==> src/rtl/sp_ram_bist.sv <==
// March C- BIST initiator for a single-port SRAM bank port.
// Core requests pass straight through while idle; the BIST owns the port while busy.
module sp_ram_bist #(
  parameter int NUM_WORDS  = 8192,
  parameter int ADDR_WIDTH = $clog2(NUM_WORDS)
) (
  input  logic                  clk_i,
  input  logic                  rstn_i,
  input  logic                  start_i,
  input  logic                  core_en_i,
  input  logic [ADDR_WIDTH-1:0] core_addr_i,
  input  logic [31:0]           core_wdata_i,
  input  logic                  core_we_i,
  input  logic [3:0]            core_be_i,
  output logic [31:0]           core_rdata_o,
  output logic                  mem_en_o,
  output logic [ADDR_WIDTH-1:0] mem_addr_o,
  output logic [31:0]           mem_wdata_o,
  output logic                  mem_we_o,
  output logic [3:0]            mem_be_o,
  input  logic [31:0]           mem_rdata_i,
  output logic                  busy_o,
  output logic                  done_o,
  output logic                  fail_o,
  output logic [ADDR_WIDTH-1:0] fail_addr_o,
  output logic [15:0]           fail_cnt_o
);

  typedef enum logic [3:0] {IDLE, M0, M1, M2, M3, M4, M5, CHK, DONE} state_e;

  localparam logic [ADDR_WIDTH-1:0] LastAddr = ADDR_WIDTH'(NUM_WORDS - 1);
  localparam logic [ADDR_WIDTH-1:0] OneAddr  = ADDR_WIDTH'(1);
  localparam logic [31:0]           Bg0      = 32'h0000_0000;
  localparam logic [31:0]           Bg1      = 32'hFFFF_FFFF;

  state_e                state_q, state_d;
  logic [ADDR_WIDTH-1:0] addr_q, addr_d;
  logic                  wr_q, wr_d;

  logic                  req_en_q, req_we_q;
  logic [ADDR_WIDTH-1:0] req_addr_q;
  logic [31:0]           req_wdata_q, req_exp_q;

  logic                  chk_vld_q;
  logic [31:0]           chk_exp_q;
  logic [ADDR_WIDTH-1:0] chk_addr_q;

  logic                  busy_q, done_q, fail_q;
  logic [ADDR_WIDTH-1:0] fail_addr_q;
  logic [15:0]           fail_cnt_q;

  logic                  is_up, is_rw, last_op, term;
  logic                  nxt_en, nxt_we, nxt_busy;
  logic [31:0]           nxt_wdata, nxt_exp;
  logic                  start_ok, mismatch;

  always_comb begin
    is_up    = state_q inside {M0, M1, M2, M5};
    is_rw    = state_q inside {M1, M2, M3, M4};
    last_op  = !is_rw || wr_q;
    term     = is_up ? (addr_q == LastAddr) : (addr_q == '0);
    start_ok = (state_q == IDLE || state_q == DONE) && start_i;
    mismatch = chk_vld_q && (mem_rdata_i != chk_exp_q);
  end

  // Next operation to present: read then write per address in r,w elements.
  always_comb begin
    state_d = state_q;
    addr_d  = addr_q;
    wr_d    = wr_q;
    case (state_q)
      IDLE, DONE: begin
        if (start_i) begin
          state_d = M0;
          addr_d  = '0;
          wr_d    = 1'b0;
        end
      end
      M0, M1, M2, M3, M4, M5: begin
        if (!last_op) begin
          wr_d = 1'b1;
        end else if (!term) begin
          addr_d = is_up ? addr_q + OneAddr : addr_q - OneAddr;
          wr_d   = 1'b0;
        end else begin
          wr_d = 1'b0;
          case (state_q)
            M0:      begin state_d = M1;  addr_d = '0;       end
            M1:      begin state_d = M2;  addr_d = '0;       end
            M2:      begin state_d = M3;  addr_d = LastAddr; end
            M3:      begin state_d = M4;  addr_d = LastAddr; end
            M4:      begin state_d = M5;  addr_d = '0;       end
            default: begin state_d = CHK; addr_d = '0;       end
          endcase
        end
      end
      CHK:     state_d = DONE;
      default: state_d = IDLE;
    endcase
  end

  always_comb begin
    nxt_en    = state_d inside {M0, M1, M2, M3, M4, M5};
    nxt_busy  = nxt_en || (state_d == CHK);
    nxt_we    = (state_d == M0) || ((state_d inside {M1, M2, M3, M4}) && wr_d);
    nxt_wdata = (state_d inside {M1, M3}) ? Bg1 : Bg0;
    nxt_exp   = (state_d inside {M2, M4}) ? Bg1 : Bg0;
  end

  // Read expectations ride one stage behind the request to meet the returning data.
  always_ff @(posedge clk_i or negedge rstn_i) begin
    if (!rstn_i) begin
      state_q     <= IDLE;
      addr_q      <= '0;
      wr_q        <= 1'b0;
      req_en_q    <= 1'b0;
      req_we_q    <= 1'b0;
      req_addr_q  <= '0;
      req_wdata_q <= '0;
      req_exp_q   <= '0;
      chk_vld_q   <= 1'b0;
      chk_exp_q   <= '0;
      chk_addr_q  <= '0;
      busy_q      <= 1'b0;
      done_q      <= 1'b0;
      fail_q      <= 1'b0;
      fail_addr_q <= '0;
      fail_cnt_q  <= '0;
    end else begin
      state_q     <= state_d;
      addr_q      <= addr_d;
      wr_q        <= wr_d;
      busy_q      <= nxt_busy;
      done_q      <= (state_d == DONE);
      req_en_q    <= nxt_en;
      req_we_q    <= nxt_en && nxt_we;
      req_addr_q  <= nxt_en ? addr_d : '0;
      req_wdata_q <= (nxt_en && nxt_we) ? nxt_wdata : '0;
      req_exp_q   <= nxt_exp;
      chk_vld_q   <= req_en_q && !req_we_q;
      chk_exp_q   <= req_exp_q;
      chk_addr_q  <= req_addr_q;
      if (start_ok) begin
        fail_q      <= 1'b0;
        fail_addr_q <= '0;
        fail_cnt_q  <= '0;
      end else if (mismatch) begin
        fail_q <= 1'b1;
        if (fail_cnt_q != 16'hFFFF) fail_cnt_q <= fail_cnt_q + 16'd1;
        if (!fail_q) fail_addr_q <= chk_addr_q;
      end
    end
  end

  assign mem_en_o     = busy_q ? req_en_q    : core_en_i;
  assign mem_addr_o   = busy_q ? req_addr_q  : core_addr_i;
  assign mem_wdata_o  = busy_q ? req_wdata_q : core_wdata_i;
  assign mem_we_o     = busy_q ? req_we_q    : core_we_i;
  assign mem_be_o     = busy_q ? 4'hF        : core_be_i;
  assign core_rdata_o = mem_rdata_i;

  assign busy_o      = busy_q;
  assign done_o      = done_q;
  assign fail_o      = fail_q;
  assign fail_addr_o = fail_addr_q;
  assign fail_cnt_o  = fail_cnt_q;

endmodule

==> config.mk <==
export PLATFORM = sky130hd
export DESIGN_NAME = sp_ram_bist
export DESIGN_NICKNAME = d
export VERILOG_FILES = /design/src/rtl/sp_ram_bist.sv
export SDC_FILE = /design/constraint.sdc
export NUM_CORES = 1
export LEC_CHECK = 0
export CAP_MARGIN = 30
export CORE_ASPECT_RATIO = 1.5
export CORE_MARGIN = 3
export CORE_UTILIZATION = 39
export DETAILED_ROUTE_END_ITERATION = 16
export PLACE_DENSITY = 0.84
export SETUP_SLACK_MARGIN = 0.02
export SYNTH_ARGS = -nofsm -noshare
export SYNTH_HDL_FRONTEND = slang
export SYNTH_SLANG_ARGS = --single-unit
==> constraint.sdc <==
create_clock -name clk_i -period 2.83 [get_ports clk_i]
set_input_delay 0.566 -clock clk_i [delete_from_list [all_inputs] [get_ports clk_i]]
set_output_delay 0.566 -clock clk_i [all_outputs]
set_load 0.05 [all_outputs]
# [After elaboration in Yosys (flattened, before gate mapping)]
# Index checks and enable logic that the tools add are counted.
[totals] reg_bits=175 latchBits=0 mem_bits_rw=0 rom_bits=0 in_bits=86 output_inout_bits=115 memories=0
[classes] addsub=3 n_mul=0 div=0 magnitude_cmp=0 eq_ne=20 shift=0 muxes=32 n_bitwise=0 reduce_logical=26
[op_table] op="13-bit 2-to-1 mux" n=10
[op_table] op="32-bit 2-to-1 mux" n=4
[op_table] op="16-bit 2-to-1 mux" n=3
[op_table] op="4-bit by 3-bit equality test with 1-bit output (second input constant)" n=8
[op_table] op="32-bit inequality test" n=1
[op_table] op="13-bit one-hot mux with 2 select lines" n=1
[op_table] op="16-bit by 1-bit adder with 16-bit output (second input constant)" n=1
[op_table] op="4-bit by 2-bit equality test with 1-bit output (second input constant)" n=4
[op_table] op="4-bit 2-to-1 mux" n=4
[op_table] op="16-bit inequality test (second input constant)" n=1
[op_table] op="3-bit one-hot mux with 5 select lines" n=1
[op_table] op="13-bit by 1-bit adder with 13-bit output (second input constant)" n=1
[op_table] op="13-bit equality test (second input constant)" n=1
[op_table] op="13-bit zero test" n=1
[op_table] op="13-bit by 1-bit subtractor with 13-bit output (second input constant)" n=1
[op_table] op="4-bit one-hot mux with 3 select lines" n=1
[op_table] op="4-bit nonzero test" n=3
[op_table] op="4-bit by 1-bit equality test with 1-bit output (second input constant)" n=2
[op_table] op="4-bit equality test (second input constant)" n=2
[op_table] op="2-bit nonzero test" n=4
[op_table] op="1-bit 2-to-1 mux" n=7
[op_table] op="6-bit nonzero test" n=1
[op_table] op="6-bit OR reduction" n=1
[op_table] op="1-bit logical AND" n=5
[op_table] op="other kinds (7)" n=13

# [Longest topological paths before layout]
# Gate-level depths: netlist of run 1.
[depth] word_depth=12 mapped_depth=12

# [Worst setup path after synthesis of run 1]
# Ideal clock, no wire load.
[synth_path] kind="reg2reg" start="reg state_q[3]" end="reg addr_q[12]" arrival_time_ns=2.867 required_ns=2.705 slack_ns=-0.163 stages_incl_launch_ff=13 path_buffers=1 cell_sequence="dfrtp_1 clkbuf_1 a211oi_2 inv_1 ha_1 nor2b_1 o31a_1 o21ai_1 a21oi_1 o41ai_1 xnor2_1 mux2i_1 o21ai_1"
[synth_between] elab_chain_len=6 word_cells_on_any_way=21 classes_between="eq/ne: 7; mux: 6; reduce/logical: 8"
[synth_lines] item="from (decl)" line="36" text="state_e state_q, state_d;"
[synth_lines] item="from (signal assigned)" line="130" text="state_q <= state_d;"
[synth_lines] item="4-bit by 1-bit equality test with 1-bit output, or another cell as far along" line="58, 71"
[synth_lines] item="4-bit nonzero test, or another cell as far along" line="58" text="is_up = state_q inside {M0, M1, M2, M5};"
[synth_lines] item="13-bit 2-to-1 mux, or another cell as far along" line="83" text="addr_d = is_up ? addr_q + OneAddr : addr_q - OneAddr;"
[synth_lines] item="13-bit 2-to-1 mux or 1-bit logical OR (tied branches)" line="82, 60"
[synth_lines] item="13-bit 2-to-1 mux" line="80" text="if (!last_op) begin"
[synth_lines] item="13-bit one-hot mux with 2 select lines *" line="71" text="case (state_q)"
[synth_lines] item="named net addr_d[12]" line="37" text="logic [ADDR_WIDTH-1:0] addr_q, addr_d;"
[synth_lines] item="to (signal assigned)" line="131" text="addr_q <= addr_d;"
[synth_lines] item="to (decl)" line="37"
# The timed path passes the listed nets; every way through them passes the cells marked *.
# A chain may end at the register's enable or synchronous reset.

# [Final worst setup path of run 1]
[layout_path] start="reg state_q[2]" end="reg req_addr_q[11]"
[layout_between] elab_chain_len=9 word_cells_on_any_way=35 classes_between="eq/ne: 14; mux: 12; reduce/logical: 9"
[layout_lines] item="4-bit by 1-bit equality test with 1-bit output, or another cell as far along" line="58, 71, 87"
[layout_lines] item="4-bit nonzero test (on tied branches)" line="58, 59"
[layout_lines] item="1-bit 2-to-1 mux or 1-bit zero test (tied branches)" line="61, 60"
[layout_lines] item="4-bit 2-to-1 mux or 1-bit logical OR (tied branches)" line="82, 60"
[layout_lines] item="4-bit 2-to-1 mux" line="80"
[layout_lines] item="4-bit one-hot mux with 3 select lines" line="71"
[layout_lines] item="4-bit by 1-bit equality test with 1-bit output, or another cell as far along" line="103" text="nxt_en = state_d inside {M0, M1, M2, M3, M4, M5};"
[layout_lines] item="6-bit nonzero test" line="103"
[layout_lines] item="13-bit 2-to-1 mux *" line="137" text="req_addr_q <= nxt_en ? addr_d : '0;"
[layout_lines] item="to (signal assigned)" line="137"
[layout_lines] item="to (decl)" line="41" text="logic [ADDR_WIDTH-1:0] req_addr_q;"
# Every way passes the cells marked *; elsewhere a longest branch is shown, timed or not.

==> results of run 1 <==
==> kinds of logic (layout without fill, tap and decap cells) <==
logic type	Yosys count	in the layout	share of synthesized area, %
DFF	82	82	42.25
xor gates and xnor gates	23	23	4.147
muxes	31	31	6.878
adders and majority gates	13	13	3.503
and+or+nand+nor	175	175	17.10
AOI/OAI and AO/OA	114	114	15.58
buffers and inverters	101	286	10.54
==> cell type report <==
type	count	area [µm²]
Clock buffer	11	242.7
Fill cell	848	4288
Tap cell	153	191.4
Inverter	43	163.9
Multi-Input combinational cell	356	2340
Timing Repair Buffer	227	2713
Clock inverter	5	86.33
Sequential cell	82	2053
==> repair_timing <==
action | in CTS | in global routing
setup endpoints to repair | 6 | 44
resized for setup | 1 | 10
pin swaps | 1 | 3
setup buffers | 1 | 1
gates cloned | 0 | 0
endpoints found under the hold margin | 0 | 0
==> worst max-delay path by stage <==
stage                               start        endpoint  depth (start not counted)
after floorplan                state_q[3]      addr_q[12]                         12
after global placement    mem_rdata_i[22]   fail_cnt_o[5]                         10
after detailed placement       state_q[0]      addr_q[12]                         12
after CTS                      state_q[0]      addr_q[10]                         13
after global routing           state_q[2]      addr_q[12]                         11
final                          state_q[2]  req_addr_q[11]                         11
==> power groups by stage <==
stage / sequential [mW] / combinational [mW] / clock [mW]
after CTS: 1.90 / 3.40 / 1.27
after global placement: 1.88 / 3.24 / 0
final: 1.91 / 3.44 / 1.25
after global routing: 1.95 / 3.61 / 1.32
after floorplan: 2.13 / 1.67 / 0
after detailed placement: 1.91 / 3.35 / 0
==> Yosys cell counts (12+ instances only) <==
cell type,n
a21oi_1,12
ha_1,12
mux2i_1,15
xor2_1,13
clkbuf_1,18
inv_1,42
buf_4,33
mux2_2,15
nor3_1,17
nand2_1,38
dfrtp_1,82
nor2_1,55
nand3_1,19
o21ai_0,40
==> through the flow <==
step	setup WS, ns	TNS, ns	area, µm²	instances
2_1_floorplan	0.01405	0	4880	539
3_3_place_gp	0.03761	0	7390	858
3_5_place_dp	-0.03616	-0.1322	7390	858
4_1_cts	0.02720	0	7730	875
5_1_grt	-0.1647	-0.6439	7790	877
6_report	0.07127	0	7790	877
==> registers in the layout, indices dropped and copies added, names as in the netlist <==
name and flops:
req_we_q 1, req_addr_q 13, fail_cnt_o 16, req_exp_q 1, chk_addr_q 13, req_en_q 1, chk_vld_q 1, req_wdata_q 1
state_q 4, chk_exp_q 1, wr_q 1, fail_addr_o 13, busy_o 1, addr_q 13, fail_o 1, done_o 1
==> layer usage <==
layer  global-route usage [%]  share of wire (%)
met5                        0                  0
met3                    4.790                6.5
met1                    22.67                 35
met4                    12.35                4.7
met2                    40.47                 54
==> results_dict.tcl, run 1 <==
set metrics [dict create \
    outcome "finished, final reports clean" \
    detail_route.first_pass.iterations 5 \
    post_route_cells_drive_above_1_share_pct 21.41 \
    via_count 4792 \
    synth_edf_count 0 \
    final.min_clock_period_ns 2.759 \
    timing.reg2reg.setup_slack_ns 0.07 \
    vdd_ir_drop_max_uv 398.8 \
    chipWidth_um 97.12 \
    nNetsFinal 818 \
    worst-slew-pin-transition_ns 0.5905 \
    relative_slew_slack_pct 60.63 \
    grt_pass1_wl_um 24290 \
    worst-path-buf-inv 1 \
    reg2reg_from "state_q[2]" \
    crit_chain "a211oi_4, inv_4, ha_1, a21o_1, a21o_1, a2111oi_2, nor2_1, a31oi_1, xor2_1, a21boi_1, a21o_1" \
    timing.fmax_mhz 362.5 \
    dpl.hpwl_um 12110 \
    remaining_antenna_violation_count 0 \
    final.period_utilization_pct 97.48 \
    hold_slack_ns 0.09175 \
    internal_power_mw 3.857 \
    cts-buffers-inserted 9 \
    netSwitchingFraction_pct 41.65 \
    biggest_area_consumer_among_synthesized_cells "dfrtp_1" \
    synthDistinctLibCells 52 \
    p_switching_mw 2.752 \
    p_leak_nw 3.645 \
    post_synthesis_register_bit_count 82 \
    synthesis.area_per_instance_um2 9.011 \
    mappedNetlistNets 638 \
    fin_total_pwr_mw 6.609 \
    synth_top_cell_area_share_pct 42.25 \
    cp_common_cell "a21o_1" \
    globalRouteOverflowTotal 0 \
    critical_path.top_delay_family "compound AO/OA/AOI/OAI gates" \
    wirelength_per_cell_um 18.18 \
    fin_skew_ns 0.007959 \
    layout.cells.most_common_list "clkdlybuf4s50_1, dfrtp_1, nor2_1" \
    timing_max_transition_violations_final 0 \
    worstHoldPathType "in -> async" \
    timing.final.hold_violations 0 \
    clock_path_buffers 2 \
    crit_path_max_incr_delay_ns 0.40 \
    crit-reg2reg-capture "req_addr_q[11]" \
    htreeDepth 3 \
    worstSkewPairLatency_ns 0.33 \
    power_per_cell_area_mw_per_mm2 848.4 \
    numPortBuffers 200 \
    root_buffer "clkbuf_16" \
    avgViaCountPerCell 5.464 \
    critPathKind "reg -> reg" \
    via_count_of_the_first_global_routing_pass 4813 \
    starting_density_pct 40.22 \
    power_frac_clock_pct 19.0 \
    layout_commonest_cell "clkdlybuf4s50_1" \
    initialDrtViolationCount 455 \
    synth.yosys.seq_area_share_pct 42.25 \
    power.combinational.fraction_pct 52.1 \
    dieArea_mm2 0.01386 \
    finalCoreUtilization_pct 64.50 \
    drc 0 \
    diode_count 0 \
    grt.total_usage_pct 21.83 \
    p_seq_share_pct 29.0 \
    async_flop_share_pct 100.0 \
    cp-start-kind "flip-flop" \
    num_io_pins 201 \
    die-height_um 142.7 \
    rows 49 \
    clock_sink_count 82 \
    synth_cells 539 \
    worst-endpoint-required_ns 3.06 \
    detail_route.wirelength_um 15940 \
    unrepaired_setup_endpoints_after_global_routing "true" \
    tritoncts "built" \
    endpoint_type_of_the_worst_setup_path "flip-flop" \
    synthTopCellsByArea "dfrtp_1, buf_4, nor2_1" \
    mappedNetlistArea_mm2 0.004857 \
    ys.flop_type "dfrtp_1" \
    layout-area-overhead-vs-synth_pct 60.38 \
    critical_path.max_fanout 9 \
    cp_data_arrival_time_ns 2.99 \
    coreArea_mm2 0.01208 \
    worst_r2r_path_depth 11 \
    drv_cap 0 \
    setup_viol 0 \
    crit_slowest_cell "dfrtp_1" \
    largest_net_degree_at_the_start_of_global_routing 83 \
    placer_s_final_routability_congestion_estimate 0.9360 \
    antenna_found_initial 0 \
    clk_pin_slew_worst_paths_ns 0.06 \
    hold_buffers 0 \
    synth_warnings 0 \
]
(Power assumes the default switching activity.)
==> run 2: changes to the inputs <==
--- a/config.mk
+++ b/config.mk
@@ -10,6 +10,7 @@
 export CORE_MARGIN = 3
 export CORE_UTILIZATION = 39
 export DETAILED_ROUTE_END_ITERATION = 16
+export GPL_ROUTABILITY_DRIVEN = 0
 export PLACE_DENSITY = 0.84
 export SETUP_SLACK_MARGIN = 0.02
 export SYNTH_ARGS = -nofsm -noshare
==> results_dict.tcl, run 2 (same netlist as run 1, synthesis figures left out) <==
set metrics [dict create \
    hold_slack_ns 0.2435 \
    grt.total_usage_pct 21.55 \
    grt_pass1_wl_um 24340 \
    wirelength_per_cell_um 18.43 \
    rows 49 \
    dpl.hpwl_um 12050 \
    drc 0 \
    postPlaceCellArea_mm2 0.007395 \
    worstSkewPairLatency_ns 0.33 \
    unrepaired_setup_endpoints_after_global_routing "true" \
    htreeDepth 3 \
    power_per_cell_area_mw_per_mm2 853.4 \
    violations "setup timing" \
    layout-area-overhead-vs-synth_pct 62.80 \
    antenna_found_initial 0 \
    hold_buffers 0 \
    tritoncts "built" \
    crit_slowest_cell "dfrtp_1" \
    starting_density_pct 40.22 \
    timing_max_transition_violations_final 0 \
    final.min_clock_period_ns 2.907 \
    worst-endpoint-required_ns 3.03 \
    avgViaCountPerCell 5.482 \
    initialDrtViolationCount 440 \
    detail_route.wirelength_um 16200 \
    endpoint_type_of_the_worst_setup_path "flip-flop" \
    globalRouteOverflowTotal 0 \
    cts-buffers-inserted 9 \
    remaining_antenna_violation_count 0 \
    clock_sink_count 82 \
    final.period_utilization_pct 102.7 \
    dieArea_mm2 0.01386 \
    cp_data_arrival_time_ns 3.11 \
    place_inst 857 \
    outcome "finished with violations" \
    reg2reg_from "state_q[1]" \
    finalCoreUtilization_pct 65.47 \
    largest_net_degree_at_the_start_of_global_routing 83 \
    setup_crit_start "state_q[1]" \
    relative_slew_slack_pct 62.83 \
    worst-slew-pin-transition_ns 0.5576 \
    layout.cells.most_common_list "clkdlybuf4s50_1, dfrtp_1, buf_12" \
    chipWidth_um 97.12 \
    root_buffer "clkbuf_16" \
    vdd_ir_drop_max_uv 353.3 \
    setup_viol 3 \
    p_leak_nw 3.666 \
    nNetsFinal 820 \
    via_count_of_the_first_global_routing_pass 4871 \
    setup-tns-final_ns -0.1360 \
    crit_chain "nor2_4, a211oi_4, buf_4, fa_2, nor2b_4, o31a_1, o21ai_2, a21oi_2, o41ai_2, xnor2_1, mux2i_1, o21ai_1" \
    largest_register_ffs 16 \
    final_cell_area_mm2 0.007908 \
    post_route_cells_drive_above_1_share_pct 23.14 \
    critPathKind "reg -> reg" \
    worstHoldPathType "in -> async" \
    critical_path.max_fanout 2 \
    clk_pin_slew_worst_paths_ns 0.06 \
    timing.final.hold_violations 0 \
    fin_total_pwr_mw 6.748 \
    fin_ws_ns -0.07746 \
    clock_path_buffers 2 \
    cp-start-kind "flip-flop" \
    coreArea_mm2 0.01208 \
    numPortBuffers 200 \
    crit_path_max_incr_delay_ns 0.43 \
    drv_cap 0 \
    via_count 4819 \
    die-height_um 142.7 \
    post-place-ws_ns -0.06714 \
    diode_count 0 \
    detail_route.first_pass.iterations 5 \
    num_io_pins 201 \
    layoutNonFillerInstCount 879 \
    layout_commonest_cell "clkdlybuf4s50_1" \
    fin_skew_ns 0.01088 \
    timing.fmax_mhz 343.9 \
    filler_cell_count 857 \
]
-- run 2: changes by cell type in the layout (fill, tap and decap cells not counted), moves of 2 or more --
cell	change
ha_4	+4
ha_1	-4
nor3_2	-2
nor3_1	+2
inv_6	+2
o21ai_2	+2
buf_12	+2
nor2_1	-2
-- run 2: final cells by class --
class,count,area (µm²),share of cell area [%]
sequential,82,2053,25.97
clock buffer,10,239.0,3.022
clock inverter,6,95.09,1.203
multi-input combinational,356,2432,30.76
inverter,43,163.9,2.073
timing repair buffer,229,2733,34.56
tap,153,191.4,2.421
-- run 2: worst paths after layout --
path	endpoint	slack, ns	cells after the start
min in group clk_i	chk_exp_q[30]	0.35	0
max	addr_q[12]	-0.08	12
max reg2reg	addr_q[12]	-0.08	12
min reg2reg	chk_exp_q[30]	0.35	0
max in group asynchronous	chk_addr_q[2]	2.24	2
min	fail_cnt_o[0]	0.24	2
-- run 2: repair_timing --
| action | CTS | global route |
|---|---|---|
| endpoints found under the setup margin | 6 | 42 |
| buffers inserted | 3 | 4 |
| pin swaps | 1 | 17 |
| resized for setup | 0 | 26 |
| gates cloned | 0 | 0 |
-- run 2: report_power, final --
part	internal [mW]	switching, mW
clock network	0.807	0.463
registers	1.57	0.369
logic	1.57	1.98
total	3.94	2.81
-- run 2: critical path, delay by kind of cell, from the launching register on --
family / cells / cell delay [ns]
adders and majority gates: 1 / 0.24
xor gates and xnor gates: 1 / 0.19
DFF: 1 / 0.43
AOI/OAI and AO/OA: 6 / 1.31
muxes: 1 / 0.28
buffers and inverters: 1 / 0.19
and+or+nand+nor: 2 / 0.13
-- run 2: per-layer routing --
layer	vias up	global-route usage (%)	part of all wire, %
met1	2322	22.37	34
li1	2182	-	-
met2	252	41.59	56
met5	-	0	0
met3	63	4.545	6.5
met4	0	9.172	4.1
==> run 3: changes to the inputs <==
--- a/config.mk
+++ b/config.mk
@@ -12,6 +12,7 @@
 export DETAILED_ROUTE_END_ITERATION = 16
 export GPL_ROUTABILITY_DRIVEN = 0
 export PLACE_DENSITY = 0.84
+export RECOVER_POWER = 100
 export SETUP_SLACK_MARGIN = 0.02
 export SYNTH_ARGS = -nofsm -noshare
 export SYNTH_HDL_FRONTEND = slang
==> constraint.sdc (replaced) <==
create_clock -name clk_i -period 2.83 [get_ports clk_i]
set_input_delay 0.283 -clock clk_i [delete_from_list [all_inputs] [get_ports clk_i]]
set_output_delay 0.283 -clock clk_i [all_outputs]
set_load 0.05 [all_outputs]
==> results_dict.tcl, run 3 (same netlist as run 1, synthesis figures left out) <==
set metrics [dict create \
    wirelength_per_cell_um 17.86 \
    post-place-ws_ns -0.1016 \
    final_cell_area_mm2 0.007540 \
    clk_pin_slew_worst_paths_ns 0.06 \
    grt.total_usage_pct 21.53 \
    fin_total_pwr_mw 6.120 \
    timing_max_transition_violations_final 73 \
    nNetsFinal 818 \
    grt_pass1_wl_um 24250 \
    layout_commonest_cell "clkdlybuf4s50_1" \
    layout.cells.most_common_list "clkdlybuf4s50_1, dfrtp_1, dlygate4sd3_1" \
    hold_slack_ns 0.3518 \
    via_count 4745 \
    crit_chain "nor2_4, a211oi_4, inv_4, buf_12, ha_4, o21a_4, o31a_1, o21ai_2, a21oi_2, o41ai_4, xnor2_2, mux2i_1, o21ai_1" \
    finalCoreUtilization_pct 62.43 \
    timing.fmax_mhz 344.6 \
    p_leak_nw 3.552 \
    postPlaceCellArea_mm2 0.007104 \
    tritoncts "built" \
    globalRouteOverflowTotal 0 \
    coreArea_mm2 0.01208 \
    setup-tns-final_ns -0.1416 \
    critPathKind "reg -> reg" \
    largest_register_ffs 16 \
    rows 49 \
    root_buffer "clkbuf_16" \
    violations "capacitance limit, slew limit, setup timing" \
    dieArea_mm2 0.01386 \
    clock_sink_count 82 \
    avgViaCountPerCell 5.410 \
    chipWidth_um 97.12 \
    initialDrtViolationCount 341 \
    diode_count 0 \
    final.min_clock_period_ns 2.902 \
    timing.final.hold_violations 0 \
    dpl.hpwl_um 11850 \
    layout-area-overhead-vs-synth_pct 55.23 \
    post_route_cells_drive_above_1_share_pct 17.54 \
    critical_path.top_delay_family "compound AO/OA/AOI/OAI gates" \
    htreeDepth 3 \
    detail_route.wirelength_um 15670 \
    crit_slowest_cell "dfrtp_2" \
    unrepaired_setup_endpoints_after_global_routing "true" \
    fin_skew_ns 0.007492 \
    endpoint_type_of_the_worst_setup_path "flip-flop" \
    largest_net_degree_at_the_start_of_global_routing 83 \
    outcome "finished with violations" \
    vdd_ir_drop_max_uv 388.5 \
    cp-start-kind "flip-flop" \
    layoutNonFillerInstCount 877 \
    power_per_cell_area_mw_per_mm2 811.6 \
    num_io_pins 201 \
    setup_viol 3 \
    final.period_utilization_pct 102.6 \
    drc 0 \
    critical_path.max_fanout 6 \
    antenna_found_initial 0 \
    clock_path_buffers 2 \
    worst-slew-pin-transition_ns 1.563 \
    via_count_of_the_first_global_routing_pass 4751 \
    worst-path-buf-inv 2 \
    timing.reg2reg.setup_slack_ns -0.07 \
    drv_cap 1 \
    starting_density_pct 40.22 \
    numPortBuffers 200 \
    fin_ws_ns -0.07231 \
    place_inst 849 \
    worstHoldPathType "reg -> reg" \
    die-height_um 142.7 \
    cts-buffers-inserted 9 \
    cp_data_arrival_time_ns 3.13 \
    detail_route.first_pass.iterations 6 \
    worstSkewPairLatency_ns 0.34 \
    worst-endpoint-required_ns 3.05 \
    relative_slew_slack_pct -4.223 \
    crit_path_max_incr_delay_ns 0.42 \
    remaining_antenna_violation_count 0 \
]
run 3: cell count changes in the layout (fill, tap and decap cells not counted), moves of 12 or more:
cell and delta:
dlygate4sd3_1 +66, clkdlybuf4s50_1 -47, buf_4 -25, buf_12 -22
clkbuf_1 +14, clkbuf_2 +12
run 3: per-layer routing:
metal	up-vias	track usage, %	routed length [µm]	part of all wire [%]
met2	238	39.19	8475	54
met4	0	11.24	653	4.2
met1	2267	23.55	5478	35
met5	-	0	0	0
met3	56	4.448	1060	6.8
li1	2184	-	-	-
run 3: final timing paths:
kind,from,endpoint,cells past startpoint
max,state_q[0],addr_q[12],13
min,req_exp_q[30],chk_exp_q[30],0
max reg2reg,state_q[0],addr_q[12],13
min reg2reg,req_exp_q[30],chk_exp_q[30],0
max in group asynchronous,rstn_i,chk_addr_q[11],3
min in group asynchronous,rstn_i,state_q[1],2
run 3: power breakdown:
part           switching [mW]  leakage, nW  internal [mW]
registers               0.357         1.04           1.57
clock network           0.447        0.143          0.707
logic                    1.87         2.37           1.17
total                    2.67         3.55           3.45
run 3: cell type report:
cell class                      count  area, µm²
Inverter                           43      163.9
Multi-Input combinational cell    356       2417
Clock buffer                       12      246.5
Timing Repair Buffer              227       2416
Tap cell                          153      191.4
Fill cell                         921       4538
Clock inverter                      4      51.30
Sequential cell                    82       2053
run 3: what timing repair did:
action	in CTS	in global routing
pin swaps	1	17
gates resized for setup	4	21
buffers inserted	3	7
hold endpoints to repair	0	10
hold buffers	0	1
setup endpoints to repair	5	6
